## config.mk

```make
export PLATFORM = sky130hd
export DESIGN_NAME = matraptor_row_drain
export DESIGN_NICKNAME = d
export VERILOG_FILES = /design/src/rtl/matraptor_row_drain.sv
export SDC_FILE = /design/constraint.sdc
export NUM_CORES = 1
export LEC_CHECK = 0
export BUFFER_PORTS_ARGS = -buffer_cell sky130_fd_sc_hd__buf_2
export CELL_PAD_IN_SITES_DETAIL_PLACEMENT = 0
export CELL_PAD_IN_SITES_GLOBAL_PLACEMENT = 1
export CORE_UTILIZATION = 30
export CTS_CLUSTER_SIZE = 25
export DETAILED_ROUTE_END_ITERATION = 8
export MAX_ROUTING_LAYER = met4
export PLACE_DENSITY = 0.72
export SKIP_CTS_REPAIR_TIMING = 1
export SLEW_MARGIN = 20
export SYNTH_ARGS = -nofsm -noshare
export SYNTH_HDL_FRONTEND = slang
export SYNTH_SLANG_ARGS = --single-unit
```

## constraint.sdc

```tcl
create_clock -name clk -period 18.61 [get_ports clk]
set_input_delay 0.9305 -clock clk [delete_from_list [all_inputs] [get_ports clk]]
set_output_delay 0.9305 -clock clk [all_outputs]
set_load 0.02 [all_outputs]
```

## src/rtl/matraptor_row_drain.sv

```systemverilog
// Merges NQ column-sorted PE queues into one column-ascending output row,
// summing entries with equal columns; triples leave over ready/valid.
// Ports:
//   clk, rst                   clock, async active-high reset
//   start_valid/ready/row      row-drain command, row stamped on outputs
//   q_empty, q_head_val/col    FWFT queue heads; q_pop one-hot pop
//   out_valid/ready/val/row/col/last  output triple stream
//   busy, row_done             activity flag, end-of-row pulse
module matraptor_row_drain #(
  parameter int DATA_W = 32,
  parameter int IDX_W  = 16,
  parameter int NQ     = 8
) (
  input  logic                 clk,
  input  logic                 rst,
  input  logic                 start_valid,
  output logic                 start_ready,
  input  logic [IDX_W-1:0]     start_row,
  input  logic [NQ-1:0]        q_empty,
  input  logic [NQ*DATA_W-1:0] q_head_val,
  input  logic [NQ*IDX_W-1:0]  q_head_col,
  output logic [NQ-1:0]        q_pop,
  output logic                 out_valid,
  input  logic                 out_ready,
  output logic [DATA_W-1:0]    out_val,
  output logic [IDX_W-1:0]     out_row,
  output logic [IDX_W-1:0]     out_col,
  output logic                 out_last,
  output logic                 busy,
  output logic                 row_done
);

  localparam int QW = (NQ > 1) ? $clog2(NQ) : 1;

  typedef enum logic [1:0] {
    S_IDLE,
    S_MERGE,
    S_FLUSH
  } state_t;

  state_t            state_q;
  logic [IDX_W-1:0]  row_q;
  logic [IDX_W-1:0]  acc_col_q;
  logic [DATA_W-1:0] acc_val_q;
  logic              acc_vld_q;
  logic              out_valid_q;
  logic              out_last_q;
  logic [DATA_W-1:0] out_val_q;
  logic [IDX_W-1:0]  out_row_q;
  logic [IDX_W-1:0]  out_col_q;

  logic              m_any;
  logic [QW-1:0]     m_idx;
  logic [IDX_W-1:0]  m_col;
  logic [DATA_W-1:0] m_val;
  logic              slot_free;
  logic              same_col;
  logic              do_pop;
  logic              done_d;

  // Minimum-column non-empty head; strict compare keeps the lowest index on ties.
  always_comb begin
    m_any = 1'b0;
    m_idx = '0;
    m_col = '0;
    m_val = '0;
    for (int q = 0; q < NQ; q++) begin
      if (!q_empty[q] &&
          (!m_any || q_head_col[q*IDX_W +: IDX_W] < m_col)) begin
        m_any = 1'b1;
        m_idx = QW'(q);
        m_col = q_head_col[q*IDX_W +: IDX_W];
        m_val = q_head_val[q*DATA_W +: DATA_W];
      end
    end
  end

  assign slot_free = !out_valid_q || out_ready;
  assign same_col  = acc_vld_q && (m_col == acc_col_q);

  // A new column can only be taken when the held accumulator can move out.
  assign do_pop = (state_q == S_MERGE) && m_any &&
                  (!acc_vld_q || same_col || slot_free);

  always_comb begin
    q_pop = '0;
    if (do_pop) q_pop = NQ'(1) << m_idx;
  end

  // Once the last triple is loaded the accumulator is empty; finish on
  // its handshake, or at once when the row produced nothing.
  assign done_d = (state_q == S_FLUSH) && !acc_vld_q &&
                  (!(out_valid_q && out_last_q) || out_ready);

  always_ff @(posedge clk or posedge rst) begin
    if (rst) begin
      state_q     <= S_IDLE;
      row_q       <= '0;
      acc_col_q   <= '0;
      acc_val_q   <= '0;
      acc_vld_q   <= 1'b0;
      out_valid_q <= 1'b0;
      out_last_q  <= 1'b0;
      out_val_q   <= '0;
      out_row_q   <= '0;
      out_col_q   <= '0;
    end else begin
      if (out_valid_q && out_ready) out_valid_q <= 1'b0;
      unique case (state_q)
        S_IDLE: begin
          if (start_valid) begin
            row_q     <= start_row;
            acc_vld_q <= 1'b0;
            state_q   <= S_MERGE;
          end
        end
        S_MERGE: begin
          if (!m_any) begin
            state_q <= S_FLUSH;
          end else if (do_pop) begin
            if (same_col) begin
              acc_val_q <= acc_val_q + m_val;
            end else begin
              if (acc_vld_q) begin
                out_valid_q <= 1'b1;
                out_last_q  <= 1'b0;
                out_val_q   <= acc_val_q;
                out_row_q   <= row_q;
                out_col_q   <= acc_col_q;
              end
              acc_val_q <= m_val;
              acc_col_q <= m_col;
              acc_vld_q <= 1'b1;
            end
          end
        end
        S_FLUSH: begin
          if (acc_vld_q) begin
            if (slot_free) begin
              out_valid_q <= 1'b1;
              out_last_q  <= 1'b1;
              out_val_q   <= acc_val_q;
              out_row_q   <= row_q;
              out_col_q   <= acc_col_q;
              acc_vld_q   <= 1'b0;
            end
          end else if (done_d) begin
            state_q <= S_IDLE;
          end
        end
        default: state_q <= S_IDLE;
      endcase
    end
  end

  assign start_ready = (state_q == S_IDLE);
  assign busy        = (state_q != S_IDLE);
  assign row_done    = done_d;
  assign out_valid   = out_valid_q;
  assign out_last    = out_last_q;
  assign out_val     = out_val_q;
  assign out_row     = out_row_q;
  assign out_col     = out_col_q;

endmodule

```

Word-level counts from Yosys, hierarchy flattened
Index checks and enable logic that the tools add are counted.

word-level totals
  bits in read-only memories = 0
  bits in registers = 133
  bits in writable memories = 0
  bits in latches = 0
  memories kept = 0
  output and inout port bits = 77

operators by class
  multipliers = 0
  multiplexer cells = 81
  shift-type cells = 1
  divide/modulo/power cells = 0
  order comparisons = 7
  eq/ne operators = 13
  add/sub/neg operators = 1
  reduce and logical (&&, ||, !) cells = 51
  bitwise gates (word level) = 1

operators by type and width
  kind                 number
  $mux 32              15
  $mux 16              20
  $lt 16x16->1         7
  $pmux 16 s2          2
  $pmux 32 s2          1
  $add 32x32->32       1
  $mux 1               28
  $ne 2x2->1 const B   10
  $mux 3               6
  $eq 16x16->1         1
  $logic_not 1->1      16
  $logic_and 1x1->1    14
  $logic_or 1x1->1     11
  $mux 2               4
  $mux 8               1
  $reduce_and 4->1     2
  $shl 1x3->8 const A  1
  $reduce_and 7->1     1
  $pmux 2 s3           1
  $reduce_and 5->1     1
  $pmux 1 s2           2
  $reduce_bool 2->1    2
  $pmux 1 s3           1
  $reduce_and 3->1     1
  other kinds (6)      6

Depth between registers and ports, before layout
  depth in word-level cells = 37
  mapped depth = 107
  depth with buffers taken out = 90

Worst setup path after synthesis
No wires, ideal clock.

  kind = input port to flip-flop
  start point = in q_empty[0]
  end point = reg acc_val_q[30]
  data required time = 18.485 ns
  cell stages on the path = 101
  library setup time = 0.125 ns
  data arrival time = 20.396 ns
  setup slack = -1.911 ns
  cell sequence = inv_1 -> clkbuf_1 -> clkbuf_1 -> clkbuf_1 -> nand2_1 -> ha_1 -> nor4b_1 -> o21ai_0 -> and3_1 -> o31ai_1 -> clkbuf_1 -> nor2_1 -> a21oi_1 -> ha_1 -> a21oi_1 -> a21boi_0 -> o31a_1 -> or3_1 -> [... 65 more ...] -> ha_1 -> a21o_1 -> a21o_1 -> a21o_1 -> a21o_1 -> a21oi_1 -> nor2_1 -> nor3_1 -> o31ai_1 -> o211ai_1 -> a31oi_1 -> a41o_1 -> o41ai_1 -> o21bai_1 -> a21oi_1 -> xnor2_1 -> mux2_2 -> mux2_2

on the way
  cells in the longest elaborated chain, start to end = 35
  elaborated cells between the ends (all ways) = 60
  those cells by class = add/sub: 1; order compare: 7; eq/ne: 1; mux: 25; reduce/logical: 26

ends and longest elaborated chain
  item                                                                   line  text
  from (decl)                                                            19    input logic [NQ-1:0] q_empty,
  parallel branches: the longest is 35 deep, another holds $lt 16x16->1  --
  to (signal assigned)                                                   122   acc_val_q <= acc_val_q + m_val;
  to (signal assigned)                                                   131   acc_val_q <= m_val;
  to (decl)                                                              44    logic [DATA_W-1:0] acc_val_q;

Parallel ways; which one is timed is not known.
A chain may end at the register's enable or synchronous reset.

Worst setup path after layout
Same ends and word-level chain as after synthesis.

==> summary.txt <==
Status
  – Outcome: completed

Clocking
  – CTS root buf: clkbuf_16
  – Clock latency on the worst-skew pair: 430 ps
  – CTS H-tree lvls: 4
  – Clock Pin Slew Worst Setup and Hold Paths: 60 ps
  – CTS tree: built
  – CTS buffer count: 17
  – CTS sink count: 133
  – Clock buffer depth: 2

Finish
  – Register Area: 3330 sq um
  – Final instance area: 18,900 sq um
  – Layout cells sized above 1: 38.7%
  – Final-stage net count: 2,822
  – Layout Cells excl Fill: 2,894
  – Filler Cell Count: 4,724
  – Footprint of the multi-input gates: 10,100 sq um
  – Final Util: 41.8%
  – Syn-to-layout area delta: 37.6%

Drt
  – First drt pass iteration count: 7
  – Via count: 15,000
  – Total Routed Length: 59,400 um
  – Post-DR wirelength/cell: 20.5 um
  – Antenna-violating nets left: 0
  – Drt drc: 0
  – Initial DRC Count: 941
  – Vias per cell: 5.19

Timing
  – Slew margin rel.: 40.2%
  – Slew @ Worst Pin: 898 ps
  – # setup viols final: 0
  – Final Critical Period: 17,740 ps
  – Skew final: 8.42 ps
  – Final worst slack: 871 ps
  – FMAX: 56.4 MHz
  – Final hold slack: 477 ps
  – Slew Limit Fails: 0
  – Fin Setup TNS: 0 ps
  – Final period util: 95.3%
  – Final Hold Fails: 0

Yosys
  – Sequential element share of the synthesized area: 24.2%
  – Post-synthesis sequential element count: 133
  – Number of synthesized flops with an enable pin: 0
  – Async S/R FF share, synth: 100%
  – Post-synth top area cell: dfrtp_1
  – Synth unique cells: 78
  – Average cell area after synthesis: 8.24 sq um
  – Top cells by area, synth: dfrtp_1 (24%), ha_1 (13%), a21oi_1 (8.5%)
  – Post-Syn Area: 13,800 sq um
  – Count leader, synth: a21oi_1
  – Synth top area share: 24.2%
  – Ys flop type: dfrtp_1
  – Synthesized netlist cell count: 1,672
  – Yosys Warn Count: 0
  – Syn_nets: 2,223
  – Leading cell types by count after synthesis: a21oi_1 (234), nor2_1 (161), nand2_1 (146)

Global routing
  – Global Route met3 Usage: 4.42%
  – Vias in the first global route: 15,000
  – Met2 global-route usage: 42.0%
  – Gr busiest metal: met2
  – Initial antenna violation count: 11
  – Met1 usage: 31.3%
  – Largest net degree at the start of global routing: 69
  – Total Routing Usage GR: 25.3%
  – First-pass GRT wire length: 87,900 um
  – Gr ovfl total: 0

Setup path
  – Worst R2R End: acc_val_q[30]
  – CP max stage cell: a2111o_1
  – Crit path kind: in -> reg
  – CP arrival: 18,050 ps
  – Worst path most repeated cell: a21o_1
  – CP required: 18,920 ps
  – CP peak stage delay: 450 ps
  – Reg2Reg Depth: 20
  – Worst reg-to-reg setup slack: 14,260 ps
  – CP max FO: 15
  – Setup crit end kind: flip-flop
  – Critical register-to-register path startpoint: acc_val_q[0]
  – Crit path launch type: input port

Pwr
  – LEAKAGE: 9.65 nW
  – Power share of the sequential group: 19.9%
  – Clk pwr share: 12.8%
  – Peak supply drop: 0.0000841 V
  – P per Cell Area: 142 nW/um^2
  – Combinational power share: 67.3%
  – Switch Pwr: 1.23 mW
  – P_int: 1.46 mW
  – Net Sw Frac: 45.7%
  – Overall power: 2.69 mW

Worst hold path
  – Hold crit path type: reg -> reg
  – WHS Path Cells: 1
  – Min-delay src: row_q[3]
  – Hold EP: out_row[3]

Floorplan
  – Die Area: 46,800 sq um
  – Number of core rows: 78
  – Die Ht: 216 um
  – Core area: 45,300 sq um
  – Initial Util: 30.4%
  – I/O pins: 489
  – Die width: 216 um

Placement
  – Buffers added on ports: 488
  – Cell total after placement: 2,835
  – RePlAce Congestion: 0.974
  – Post-DP Area: 17,900 sq um
  – Dpl ws: -538 ps
  – DP Wirelength: 49,200 um

Flow run
  – Max Cap Viol: 0
-- area by class of cell --
type                       count  share of cell area [%]
antenna                       10                   0.132
clock buffer                  19                    2.39
clock inverter                13                   0.779
inverter                      65                    1.32
multi-input combinational   1384                    53.4
sequential                   133                    17.6
tap                          600                    3.96
timing repair buffer         670                    20.4
-- layout by cell type, fill, tap and decap left out, types with 26 or more instances in the layout --
cell | Yosys | final
buf_2 | 8 | 488
a21oi_1 | 234 | 218
buf_4 | 2 | 173
nor2_1 | 161 | 160
nand2_1 | 146 | 138
ha_1 | 138 | 134
dfrtp_1 | 133 | 133
mux2_2 | 100 | 99
o21ai_0 | 92 | 69
inv_1 | 65 | 63
mux2i_1 | 54 | 52
mux2_1 | 49 | 49
and3_1 | 48 | 47
a211oi_1 | 41 | 41
a21o_1 | 32 | 32
xor2_1 | 26 | 26
-- per-layer routing --
layer / vias up / wire [um]
met5: - / 0
met4: 0 / 1430
met3: 64 / 3380
met2: 466 / 28500
met1: 7135 / 26100
li1: 7347 / -
-- worst max path at each step --
stage / start / to / slack [ps]
CTS: q_empty[0] / acc_val_q[30] / -170
global placement: q_empty[0] / acc_val_q[30] / -170
finish: q_empty[0] / acc_val_q[30] / 870
detailed placement: q_empty[0] / acc_val_q[30] / -540
global route: q_empty[0] / acc_val_q[30] / -50
floorplan: q_empty[0] / acc_val_q[30] / 10
-- flip-flops by register name, summed over array words and instances, names as in the netlist, 2 cells and up --
signal,count
acc_col_q,16
acc_val_q,32
out_col,16
out_row,16
out_val,32
row_q,16
state_q,2
-- worst max-delay path, delay by kind of cell --
kind	cells	cell delay [ps]
AO/OA/AOI/OAI	46	9020
XOR/XNOR	1	80
adder cells (fa/ha/maj)	9	2470
buffers and inverters	13	1870
multiplexers	5	1460
AND/OR/NAND/NOR	15	2180
-- power by group through the flow --
stage | Combinational, mW | Clock [mW] | Sequential [mW]
floorplan | 1.10 | 0 | 0.584
global placement | 1.72 | 0 | 0.534
detailed placement | 1.74 | 0 | 0.543
CTS | 1.75 | 0.355 | 0.539
global route | 1.99 | 0.369 | 0.555
finish | 1.81 | 0.345 | 0.535
-- kinds of logic after synthesis --
group / synth area share (%)
AO/OA/AOI/OAI: 22.2
AND/OR/NAND/NOR: 16.8
multiplexers: 16.1
buffers and inverters: 4.87
adder cells (fa/ha/maj): 12.8
flip-flops: 24.2
XOR/XNOR: 3.12
Power figures use the tool's default switching activity.
